<file path="config.mk">
export PLATFORM = sky130hd
export DESIGN_NAME = opcode_sequencer_flat
export DESIGN_NICKNAME = d
export VERILOG_FILES = /design/src/rtl/opcode_sequencer_pkg.sv /design/src/rtl/opcode_sequencer_if.sv /design/src/rtl/opcode_sequencer_wait_timer.sv /design/src/rtl/opcode_sequencer.sv /design/src/flat_wrapper.sv
export SDC_FILE = /design/constraint.sdc
export NUM_CORES = 1
export LEC_CHECK = 0
export BUFFER_PORTS_ARGS = -buffer_cell sky130_fd_sc_hd__buf_4
export CAP_MARGIN = 10
export CORE_MARGIN = 2
export CORE_UTILIZATION = 51
export CTS_CLUSTER_SIZE = 24
export DETAILED_ROUTE_END_ITERATION = 16
export HOLD_SLACK_MARGIN = 0.05
export PLACE_DENSITY = 0.89
export SYNTH_ARGS = -nofsm -noshare
export SYNTH_HDL_FRONTEND = slang
export SYNTH_SLANG_ARGS = --single-unit
</file>
<file path="constraint.sdc">
create_clock -name clock -period 1.9 [get_ports clock]
set_clock_uncertainty 0.15 [all_clocks]
set_input_delay 0.19 -clock clock [delete_from_list [all_inputs] [get_ports clock]]
set_output_delay 0.19 -clock clock [all_outputs]
set_load 0.05 [all_outputs]
</file>
<file path="src/rtl/opcode_sequencer_pkg.sv">
// Shared types for the opcode sequencer: opcode encoding, FSM states, default timeout.
package ctrl_pkg;

    typedef enum logic [2:0] {
        OP_FETCH = 3'd0,
        OP_WRITE = 3'd1,
        OP_ADD   = 3'd2,
        OP_SUB   = 3'd3,
        OP_MULT  = 3'd4,
        OP_DIV   = 3'd5,
        OP_SHIFT = 3'd6,
        OP_NOP   = 3'd7
    } opcode_t;

    typedef enum logic [3:0] {
        IDLE, DECODE, MEM_RD, MEM_WR, ALU1, ALU_MC, ALU_WAIT, WB, DONE, ERR
    } seq_state_t;

    localparam int DEF_TIMEOUT_CYCLES = 16;

    function automatic logic is_wait_state(seq_state_t s);
        return (s == MEM_RD) || (s == MEM_WR) || (s == ALU_WAIT);
    endfunction

endpackage

</file>
<file path="src/rtl/opcode_sequencer_if.sv">
// Instruction handshake plus memory/ALU/register-file control bundle.
interface opcode_sequencer_if #(parameter int CNT_W = 8);

    logic             instr_valid;
    logic             instr_ready;
    logic [2:0]       instruction;
    logic             mem_read;
    logic             mem_write;
    logic             mem_ack;
    logic [2:0]       alu_op;
    logic             alu_en;
    logic             alu_start;
    logic             alu_done;
    logic             rf_we;
    logic             done;
    logic             error;
    logic [CNT_W-1:0] retired;

    // Instruction source and datapath side
    modport master (
        output instr_valid, instruction, mem_ack, alu_done,
        input  instr_ready, mem_read, mem_write, alu_op, alu_en, alu_start,
               rf_we, done, error, retired
    );

    // Sequencer side
    modport slave (
        input  instr_valid, instruction, mem_ack, alu_done,
        output instr_ready, mem_read, mem_write, alu_op, alu_en, alu_start,
               rf_we, done, error, retired
    );

endinterface

</file>
<file path="src/rtl/opcode_sequencer_wait_timer.sv">
// Wait-state cycle counter; expired_o flags the last permitted cycle before abort.
module wait_timer #(
    parameter int TIMEOUT_CYCLES = 16
) (
    input  logic clock,
    input  logic resetN,
    input  logic clr_i,
    input  logic en_i,
    output logic expired_o
);

    localparam int CW = (TIMEOUT_CYCLES > 2) ? $clog2(TIMEOUT_CYCLES) : 1;

    logic [CW-1:0] cnt_q, cnt_d;

    always_comb begin
        cnt_d = cnt_q;
        if (clr_i)     cnt_d = '0;
        else if (en_i) cnt_d = cnt_q + 1'b1;
    end

    always_ff @(posedge clock or negedge resetN) begin
        if (!resetN) cnt_q <= '0;
        else         cnt_q <= cnt_d;
    end

    assign expired_o = (cnt_q == CW'(TIMEOUT_CYCLES - 1));

endmodule

</file>
<file path="src/rtl/opcode_sequencer.sv">
// Multi-cycle opcode sequencer: one instruction at a time, Moore-decoded datapath strobes.
module opcode_sequencer
    import ctrl_pkg::*;
#(
    parameter int TIMEOUT_CYCLES = DEF_TIMEOUT_CYCLES,
    parameter int CNT_W          = 8
) (
    input  logic                clock,
    input  logic                resetN,
    opcode_sequencer_if.slave   bus
);

    seq_state_t       state_q, state_d;
    opcode_t          op_q;
    logic [CNT_W-1:0] retired_q;
    logic             error_q;
    logic             accept;
    logic             tmr_clr, tmr_exp;

    assign accept = bus.instr_valid && (state_q == IDLE);

    // Counter idles at zero outside wait states, so every wait state starts from 0.
    assign tmr_clr = !is_wait_state(state_q);

    wait_timer #(.TIMEOUT_CYCLES(TIMEOUT_CYCLES)) u_timer (
        .clock     (clock),
        .resetN    (resetN),
        .clr_i     (tmr_clr),
        .en_i      (!tmr_clr),
        .expired_o (tmr_exp)
    );

    always_comb begin
        state_d = state_q;
        case (state_q)
            IDLE:     if (bus.instr_valid) state_d = DECODE;
            DECODE: begin
                case (op_q)
                    OP_FETCH:                 state_d = MEM_RD;
                    OP_WRITE:                 state_d = MEM_WR;
                    OP_ADD, OP_SUB, OP_SHIFT: state_d = ALU1;
                    OP_MULT, OP_DIV:          state_d = ALU_MC;
                    default:                  state_d = DONE;
                endcase
            end
            // Ack is checked before expiry so an ack in the final cycle still completes.
            MEM_RD:   if (bus.mem_ack)  state_d = WB;
                      else if (tmr_exp) state_d = ERR;
            MEM_WR:   if (bus.mem_ack)  state_d = DONE;
                      else if (tmr_exp) state_d = ERR;
            ALU1:     state_d = WB;
            ALU_MC:   state_d = ALU_WAIT;
            ALU_WAIT: if (bus.alu_done) state_d = WB;
                      else if (tmr_exp) state_d = ERR;
            WB:       state_d = DONE;
            DONE:     state_d = IDLE;
            ERR:      state_d = IDLE;
            default:  state_d = IDLE;
        endcase
    end

    always_ff @(posedge clock or negedge resetN) begin
        if (!resetN) begin
            state_q   <= IDLE;
            op_q      <= OP_FETCH;
            retired_q <= '0;
            error_q   <= 1'b0;
        end else begin
            state_q <= state_d;
            if (accept) op_q <= opcode_t'(bus.instruction);
            if (state_q == DONE) retired_q <= retired_q + 1'b1;
            if (accept)                error_q <= 1'b0;
            else if (state_d == ERR)   error_q <= 1'b1;
        end
    end

    assign bus.instr_ready = (state_q == IDLE);
    assign bus.mem_read    = (state_q == MEM_RD);
    assign bus.mem_write   = (state_q == MEM_WR);
    assign bus.alu_en      = (state_q == ALU1);
    assign bus.alu_start   = (state_q == ALU_MC);
    assign bus.alu_op      = (state_q == ALU1 || state_q == ALU_MC || state_q == ALU_WAIT)
                             ? op_q : 3'd0;
    assign bus.rf_we       = (state_q == WB);
    assign bus.done        = (state_q == DONE);
    assign bus.error       = error_q;
    assign bus.retired     = retired_q;

endmodule

</file>
<file path="src/flat_wrapper.sv">
// flat-port wrapper written by rule: the top's interface ports become plain ports
module opcode_sequencer_flat import ctrl_pkg::*;
#(
    parameter int TIMEOUT_CYCLES = DEF_TIMEOUT_CYCLES,
    parameter int CNT_W          = 8
)
  (clock, resetN, bus_instr_valid, bus_instruction, bus_mem_ack, bus_alu_done, bus_instr_ready, bus_mem_read, bus_mem_write, bus_alu_op, bus_alu_en, bus_alu_start, bus_rf_we, bus_done, bus_error, bus_retired);
  opcode_sequencer_if #(.CNT_W(CNT_W)) bus_i ();
  input  logic clock;
  input  logic resetN;
  input wire logic [$bits(bus_i.instr_valid)-1:0] bus_instr_valid;
  input wire logic [$bits(bus_i.instruction)-1:0] bus_instruction;
  input wire logic [$bits(bus_i.mem_ack)-1:0] bus_mem_ack;
  input wire logic [$bits(bus_i.alu_done)-1:0] bus_alu_done;
  output wire logic [$bits(bus_i.instr_ready)-1:0] bus_instr_ready;
  output wire logic [$bits(bus_i.mem_read)-1:0] bus_mem_read;
  output wire logic [$bits(bus_i.mem_write)-1:0] bus_mem_write;
  output wire logic [$bits(bus_i.alu_op)-1:0] bus_alu_op;
  output wire logic [$bits(bus_i.alu_en)-1:0] bus_alu_en;
  output wire logic [$bits(bus_i.alu_start)-1:0] bus_alu_start;
  output wire logic [$bits(bus_i.rf_we)-1:0] bus_rf_we;
  output wire logic [$bits(bus_i.done)-1:0] bus_done;
  output wire logic [$bits(bus_i.error)-1:0] bus_error;
  output wire logic [$bits(bus_i.retired)-1:0] bus_retired;
  assign bus_i.instr_valid = bus_instr_valid;
  assign bus_i.instruction = bus_instruction;
  assign bus_i.mem_ack = bus_mem_ack;
  assign bus_i.alu_done = bus_alu_done;
  assign bus_instr_ready = bus_i.instr_ready;
  assign bus_mem_read = bus_i.mem_read;
  assign bus_mem_write = bus_i.mem_write;
  assign bus_alu_op = bus_i.alu_op;
  assign bus_alu_en = bus_i.alu_en;
  assign bus_alu_start = bus_i.alu_start;
  assign bus_rf_we = bus_i.rf_we;
  assign bus_done = bus_i.done;
  assign bus_error = bus_i.error;
  assign bus_retired = bus_i.retired;
  opcode_sequencer #(.TIMEOUT_CYCLES(TIMEOUT_CYCLES), .CNT_W(CNT_W)) u_core (.clock(clock), .resetN(resetN), .bus(bus_i));
endmodule
</file>
Word-level counts from Yosys, hierarchy flattened
Cells that the tools add are included.
- add/sub/neg operators: 2
- equal/unequal tests: 16
- mux-type cells: 11
- reductions and logical operators: 10
- operators by type and width (cell ; number):
    4-bit one-hot mux with 8 select lines ; 1
    4-bit two-way mux ; 6
    4-bit by 3-bit equality test with 1-bit output, second input constant ; 4
    4-bit one-hot mux with 4 select lines ; 1
    4-bit equality test, second input constant ; 3
    3-bit equality test, second input constant ; 3
    8-bit by 1-bit adder with 8-bit output, second input constant ; 1
    4-bit by 2-bit equality test with 1-bit output, second input constant ; 2
    3-bit by 2-bit equality test with 1-bit output, second input constant ; 2
    4-bit by 1-bit adder with 4-bit output, second input constant ; 1
    4-bit by 1-bit equality test with 1-bit output, second input constant ; 1
    4-bit zero test ; 1
    1-bit logical OR ; 4
    3-bit by 1-bit equality test with 1-bit output, second input constant ; 1
    3-bit zero test ; 1
    3-bit two-way mux ; 1
    3-bit OR reduction ; 1
    1-bit two-way mux ; 2
    2-bit nonzero test ; 1
    2-bit OR reduction ; 1
    1-bit logical AND ; 1
- bits in registers: 20
- input bits: 8
- output and inout port bits: 19
- logic and storage cells: 44

Longest topological paths before layout
Gate-level depths: netlist of run 1.
- depth in word-level cells: 7
- mapped depth: 5
- mapped depth without buffers: 5

Modules after synthesis
A second synthesis of run 1 with hierarchy kept.
- cells, all modules: 103
- area total of the unflattened synthesis: 1084.8 sq um
- by module, submodules not included (module ; times used ; cells an instance ; area an instance (sq um) ; sequential area each (sq um)):
    opcode_sequencer ; 1 ; 86 ; 885.8 ; 400.4
    wait_timer ; 1 ; 17 ; 198.9 ; 100.1

Worst setup path after synthesis of run 1
Ideal clock, no wire load.
- path type: reg-to-reg
- from: register u_core.state_q[0]
- to: register u_core.op_q[0]
- library setup time: 0.128 ns
- data arrival time: 2.274 ns
- required time: 1.622 ns
- path slack: -0.652 ns
- cell stages (with the launch flop): 5
- path buffers: 1
- period minus slack after synthesis: 2.552 ns
- path through: dfrtp_1 clkbuf_1 nor4_2 nand2_1 mux2_1
- cells in the longest elaborated chain, start to end: 2
- ends and longest elaborated chain (item ; RTL line ; source):
    from (decl) ; opcode_sequencer.sv:13 ; seq_state_t state_q, state_d;
    from (signal assigned) ; opcode_sequencer.sv:69 ; state_q <= state_d;
    4-bit zero test ; -- ;
    via bus_instr_ready ; flat_wrapper.sv:15 ; output wire logic [$bits(bus_i.instr_ready)-1:0] bus_instr_ready;
    1-bit logical AND ; opcode_sequencer.sv:20 ; assign accept = bus.instr_valid && (state_q == IDLE);
    to (signal assigned) ; opcode_sequencer.sv:70 ; if (accept) op_q <= opcode_t'(bus.instruction);
    to (decl) ; opcode_sequencer.sv:14 ; opcode_t op_q;
The timed path passes the listed nets, and every way through them passes these cells.
A chain may end at the register's enable or synchronous reset.

Worst setup path in the final report of run 1
- from: register u_core.state_q[2]
- to: output bus_mem_read
- cells in the longest elaborated chain, start to end: 1
- ends and longest elaborated chain (item ; RTL line ; source):
    4-bit by 2-bit equality test with 1-bit output ; opcode_sequencer.sv:78 ; assign bus.mem_read = (state_q == MEM_RD);
    to (decl) ; flat_wrapper.sv:16 ; output wire logic [$bits(bus_i.mem_read)-1:0] bus_mem_read;
Every way passes these cells.

==> flow_metrics.env, run 1 <==
export IMPL_num_antenna_cells=0
export IMPL_status="finished with violations"
export IMPL_drv_slew=0
export IMPL_root_buffer="clkbuf_4"
export IMPL_synthAdderAreaFrac=0.0230
export IMPL_ys_types=40
export IMPL_die_h_um=50.2
export IMPL_drtAntennaViolNets=0
export IMPL_grt_usage=0.240
export IMPL_clk_latency_ns=0.29
export IMPL_fin_crit_sh=1.00
export IMPL_synth_compound_area_frac=0.132
export IMPL_cp_max_fo=5
export IMPL_fin_hold_ws_ns=0.153
export IMPL_dpl_instance_area_um2=1370
export IMPL_grt_antenna_before_repair=0
export IMPL_viasPerCell=5.89
export IMPL_grt_pass1_vias=992
export IMPL_postSynthAreaPerCell_um2=10.8
export IMPL_ys_async_sr_fraction=1.00
export IMPL_firstDrtPassIters=4
export IMPL_first_iter_violations=27
export IMPL_slew_headroom=0.772
export IMPL_num_nets_final=159
export IMPL_final_util=0.807
export IMPL_place_congestion=0.911
export IMPL_core_area_um2=1980
export IMPL_tns_ns=-0.00661
export IMPL_min_path_type="in -> async"
export IMPL_power_leakage_nw=0.752
export IMPL_syn_nets=111
export IMPL_fmax_mhz=524
export IMPL_vias=1025
export IMPL_synthMuxAreaShare=0.0506
export IMPL_worst_slack_ns=-0.00661
export IMPL_fillers=117
export IMPL_min_period_ns=1.91
export IMPL_power_density_nw_per_um2=1770
export IMPL_synth_edff_count=0
export IMPL_finalHoldViolations=0
export IMPL_worst_pin_slew_ns=0.337
export IMPL_cts_buffers_inserted=3
export IMPL_dieArea_um2=2520
export IMPL_ys_flop_type="dfrtp_1"
export IMPL_syn_inst=101
export IMPL_numPortBuffers=26
export IMPL_dp_slack_ns=0.0805
export IMPL_cap_violations=0
export IMPL_clkTransAtPathRegs_ns=0.10
export IMPL_synth_top_family_by_area="simple AND/OR/NAND/NOR gates"
export IMPL_drive_gt1_frac=0.442
export IMPL_finalWirelength_mm=3.02
export IMPL_cp_data_required_time_ns=1.56
export IMPL_grt_max_degree=21
export IMPL_synth_xor_xnor_area_share=0.0725
export IMPL_path_class="reg -> out"
export IMPL_htree_num_levels=1
export IMPL_wl_per_cell_um=17.4
export IMPL_clockBufferDepth=2
export IMPL_ys_warn_count=0
export IMPL_synth_seq_cells=20
export IMPL_die_w_um=50.2
export IMPL_drc=0
export IMPL_placementRows=16
export IMPL_violations="setup timing"
export IMPL_design_area_um2=1600
export IMPL_area_growth_pct=47.2
export IMPL_netlist_area_um2=1090
export IMPL_cp_start_kind="flop"
export IMPL_cts_sink_count=20
export IMPL_setup_viol=1
export IMPL_peakVddDrop_mv=1.15
export IMPL_rsz0062_at_grt="yes"
export IMPL_start_util=0.549
export IMPL_cts_tree="built"
export IMPL_grt_pass1_wl_mm=4.55
export IMPL_end_kind="output port"
export IMPL_cp_data_arrival_time_ns=1.57
export IMPL_dp_hpwl_mm=1.81
export IMPL_yosys_area_share_simple=0.237
export IMPL_grt_overflow_total=0
export IMPL_ios=27
export IMPL_synth_seq_area_share=0.460
[placed cells by master, fill, tap and decap left out, types with 2 or more instances in the layout]
cell type	n
o311ai_1	2
clkbuf_4	3
inv_1	2
nand4_1	2
buf_6	9
buf_4	34
dlygate4sd3_1	4
xor2_1	3
o21ai_0	2
dfrtp_2	2
and3_1	3
nand2_1	2
xnor2_1	6
nor2b_1	2
nor2_4	2
a31oi_1	2
nor2_1	7
and2_1	3
dfrtp_1	18
nor3b_1	2
nand3_1	4
mux2_1	4
[path summary, 6_finish.rpt]
check                                                  start                                 to  slack, ns  cells after the start
setup / recovery                 u_core.state_q[2]$_DFF_PN0_                       bus_mem_read     -0.007                      4
hold / removal                                        resetN        u_core.state_q[3]$_DFF_PN0_       0.15                      2
setup reg to reg                 u_core.state_q[3]$_DFF_PN0_       u_core.bus.error$_DFFE_PN0P_       0.06                      5
hold reg to reg            u_core.u_timer.cnt_q[0]$_DFF_PN0_  u_core.u_timer.cnt_q[0]$_DFF_PN0_       0.33                      1
max in group asynchronous                             resetN        u_core.state_q[1]$_DFF_PN0_       1.23                      2
min in group clock                               bus_mem_ack        u_core.state_q[2]$_DFF_PN0_       0.16                      3
[critical path, cell delays in order (launching register included)]
cell and delay, ns:
dfrtp_1 0.44, buf_6 0.15, or3b_4 0.43, nor2_4 0.10, buf_6 0.16
[per-layer routing]
metal	global-route usage	wire length, µm	vias to the layer above
met2	0.414	1530	62
li1	-	-	464
met3	0.0387	224	10
met1	0.294	1210	489
met5	0	0	-
met4	0.102	59	0
[through the flow]
stage / power [mW] / cells
final: 2.84 / 174
after global routing: 2.97 / 174
after CTS: 2.59 / 171
after detailed placement: 2.21 / 157
after global placement: 2.16 / 157
after floorplan: 1.78 / 101
[synth_stat cells (all sizes together), types with 2 or more instances]
| cell type | count | area [µm²] |
|---|---|---|
| nor2b | 2 | 12.5 |
| nor3b | 2 | 15.0 |
| buf | 3 | 15.0 |
| nand4 | 2 | 12.5 |
| or3 | 2 | 12.5 |
| nand2b | 2 | 12.5 |
| dfrtp | 20 | 500 |
| nand2 | 3 | 11.3 |
| xnor2 | 6 | 52.6 |
| nor2 | 10 | 37.5 |
| inv | 2 | 7.51 |
| a21oi | 2 | 10.0 |
| o311ai | 2 | 17.5 |
| o21ai | 2 | 10.0 |
| mux2 | 4 | 45.0 |
| xor2 | 3 | 26.3 |
| and2 | 4 | 25.0 |
| ha | 2 | 25.0 |
| nand3 | 4 | 20.0 |
| and3 | 3 | 18.8 |
| a31oi | 2 | 12.5 |
[logic make-up (layout without fill, tap and decap cells)]
logic type                 Yosys count  count (layout)
and+or+nand+nor                     41              41
muxes                                5               5
AOI/OAI and AO/OA                   18              18
DFF                                 20              20
buffers and inverters                6              52
xor gates and xnor gates             9               9
adders and majority gates            2               2
[final cells by class]
| type | count | area (µm²) | share of cell area |
|---|---|---|---|
| Sequential cell | 20 | 503 | 0.314 |
| Inverter | 2 | 7.51 | 0.00469 |
| Clock buffer | 3 | 22.5 | 0.0141 |
| Tap cell | 27 | 33.8 | 0.0211 |
| Multi-Input combinational cell | 75 | 637 | 0.398 |
| Timing Repair Buffer | 47 | 397 | 0.248 |
[power breakdown]
part	total (mW)	switching [mW]	internal (mW)
clock network	0.191	0.117	0.0736
logic	1.90	1.09	0.814
registers	0.742	0.178	0.564
[state kept, by name (all words and copies together), names as in the netlist]
signal,count
u_core.bus.error,1
u_core.op_q,3
u_core.bus.retired,8
u_core.u_timer.cnt_q,4
u_core.state_q,4
[what timing repair did]
item | in CTS | in global routing
gates cloned | 0 | 0
pin swaps | 3 | 7
endpoints found under the setup margin | 7 | 7
resized for setup | 12 | 13
hold endpoints to repair | 23 | 0
setup buffers | 7 | 3
hold buffers | 4 | 0
Power figures use the tool's default switching activity.
==> inputs of run 2 (changes only) <==
clock period = 2 ns   (was 1.9 ns; I/O delays follow)
==> run 2 against run 1 <==
Compared with the run above:
- the run now ends clean
- final cell count shrank 2.3%
- final area fell by 6.2%
- combinational power down 19%
- utilization decreased by 5.0 points
- wire length down 20%
- critical path depth did not move
- non-clock buffer count decreased by 4
- count of clock-buffer cells in the layout unchanged
- critical path type unchanged
- critical endpoint is now bus_alu_en
- largest power group unchanged
- highest routed layer unchanged
==> flow_metrics.env, run 2 (synthesis results as in run 1) <==
export IMPL_fmax_mhz=515
export IMPL_finalWirelength_mm=2.40
export IMPL_final_common_cell="buf_4"
export IMPL_cts_buffers_inserted=3
export IMPL_core_area_um2=1980
export IMPL_dp_hpwl_mm=1.74
export IMPL_grt_usage=0.204
export IMPL_slew_headroom=0.686
export IMPL_clk_latency_ns=0.30
export IMPL_fin_crit_sh=0.972
export IMPL_start_util=0.549
export IMPL_place_congestion=0.890
export IMPL_tns_ns=0
export IMPL_clockBufferDepth=2
export IMPL_num_antenna_cells=0
export IMPL_end_kind="output port"
export IMPL_cp_data_required_time_ns=1.65
export IMPL_cpPeakStageDelay_ns=0.42
export IMPL_wl_per_cell_um=14.1
export IMPL_drc=0
export IMPL_final_cell_mix="37 x buf_4, 17 x dfrtp_1, 8 x nor2_1"
export IMPL_power_total_mw=2.40
export IMPL_finalHoldViolations=0
export IMPL_firstDrtPassIters=4
export IMPL_drtAntennaViolNets=0
export IMPL_r2r_start="u_core.state_q[2]$_DFF_PN0_"
export IMPL_peakVddDrop_mv=0.932
export IMPL_path_class="reg -> out"
export IMPL_root_buffer="clkbuf_4"
export IMPL_drt_met1_wl_mm=1.10
export IMPL_die_h_um=50.2
export IMPL_grt_pass1_wl_mm=3.86
export IMPL_area_growth_pct=38.1
export IMPL_dp_slack_ns=0.137
export IMPL_maxUsedRoutingLayer="met4"
export IMPL_vias=942
export IMPL_min_path_type="in -> reg"
export IMPL_fin_hold_ws_ns=0.155
export IMPL_reg2reg_depth=5
export IMPL_wl_met2_mm=1.15
export IMPL_die_w_um=50.2
export IMPL_r2r_end="u_core.bus.error$_DFFE_PN0P_"
export IMPL_power_density_nw_per_um2=1600
export IMPL_drv_slew=0
export IMPL_worst_pin_slew_ns=0.460
export IMPL_cp_data_arrival_time_ns=1.59
export IMPL_first_iter_violations=32
export IMPL_min_period_ns=1.94
export IMPL_power_leakage_nw=0.720
export IMPL_grt_overflow_total=0
export IMPL_ios=27
export IMPL_cap_violations=0
export IMPL_cp_endpoint="bus_alu_en"
export IMPL_critical_path_cell_chain="buf_4, or3_4, nor2_2, buf_6"
export IMPL_worst_slack_ns=0.0566
export IMPL_grt_max_degree=21
export IMPL_wl_met3_um=111
export IMPL_cts_tree="built"
export IMPL_drive_gt1_frac=0.399
export IMPL_cts_sink_count=20
export IMPL_dieArea_um2=2520
export IMPL_grt_pass1_vias=848
export IMPL_grt_antenna_before_repair=0
export IMPL_largest_register_ff_count=8
export IMPL_slowest_stage="dfrtp_1"
export IMPL_final_util=0.758
export IMPL_numPortBuffers=26
export IMPL_setup_viol=0
export IMPL_cp_start_kind="flop"
export IMPL_cp_max_fo=11
export IMPL_viasPerCell=5.54
export IMPL_clkTransAtPathRegs_ns=0.10
export IMPL_status="finished clean"
export IMPL_placementRows=16
export IMPL_rrSetupSlack_ns=0.10
export IMPL_num_nets_final=155
export IMPL_htree_num_levels=1
export IMPL_crit_path_start="u_core.state_q[1]$_DFF_PN0_"
-- run 2: worst max-delay path, delay by kind of cell (launching register included) --
kind	cells	cell delay, ns
buffers and inverters	2	0.37
flip-flops	1	0.42
AND/OR/NAND/NOR	2	0.51
-- run 2: stage by stage --
stage,instances,instance area (µm²)
finish,170,1500
global route,170,1500
CTS,165,1450
detailed placement,156,1360
global placement,156,1360
floorplan,101,1110
-- run 2: power by group --
part           leakage [nW]  internal (mW)  switching [mW]
Clock                0.0138         0.0701           0.110
Combinational         0.447          0.628           0.911
Sequential            0.259          0.538           0.146
-- run 2: what timing repair did --
action	CTS	global route
resized for setup	5	5
endpoints found under the hold margin	23	0
endpoints found under the setup margin	3	6
buffers inserted	2	5
hold buffers	4	0
cloned	0	0
-- run 2: cell type report --
class	count	area (µm²)
Clock buffer	3	22.5
Inverter	2	7.51
Multi-Input combinational cell	75	593
Tap cell	27	33.8
Timing Repair Buffer	43	340
Sequential cell	20	504
Fill cell	139	480
-- run 2: layer usage --
layer | global-route usage | vias to the layer above
li1 | - | 456
met1 | 0.285 | 450
met2 | 0.316 | 32
met3 | 0.0268 | 4
met4 | 0.0926 | 0
met5 | 0 | -
-- run 2: how the worst min path moves through the flow --
stage	startpoint	endpoint	cells after the start
floorplan	resetN	u_core.bus.error$_DFFE_PN0P_	0
global placement	resetN	u_core.u_timer.cnt_q[0]$_DFF_PN0_	1
detailed placement	resetN	u_core.u_timer.cnt_q[3]$_DFF_PN0_	1
CTS	bus_mem_ack	u_core.state_q[2]$_DFF_PN0_	3
global route	bus_instr_valid	u_core.op_q[0]$_DFFE_PN0P_	3
finish	bus_mem_ack	u_core.state_q[2]$_DFF_PN0_	3
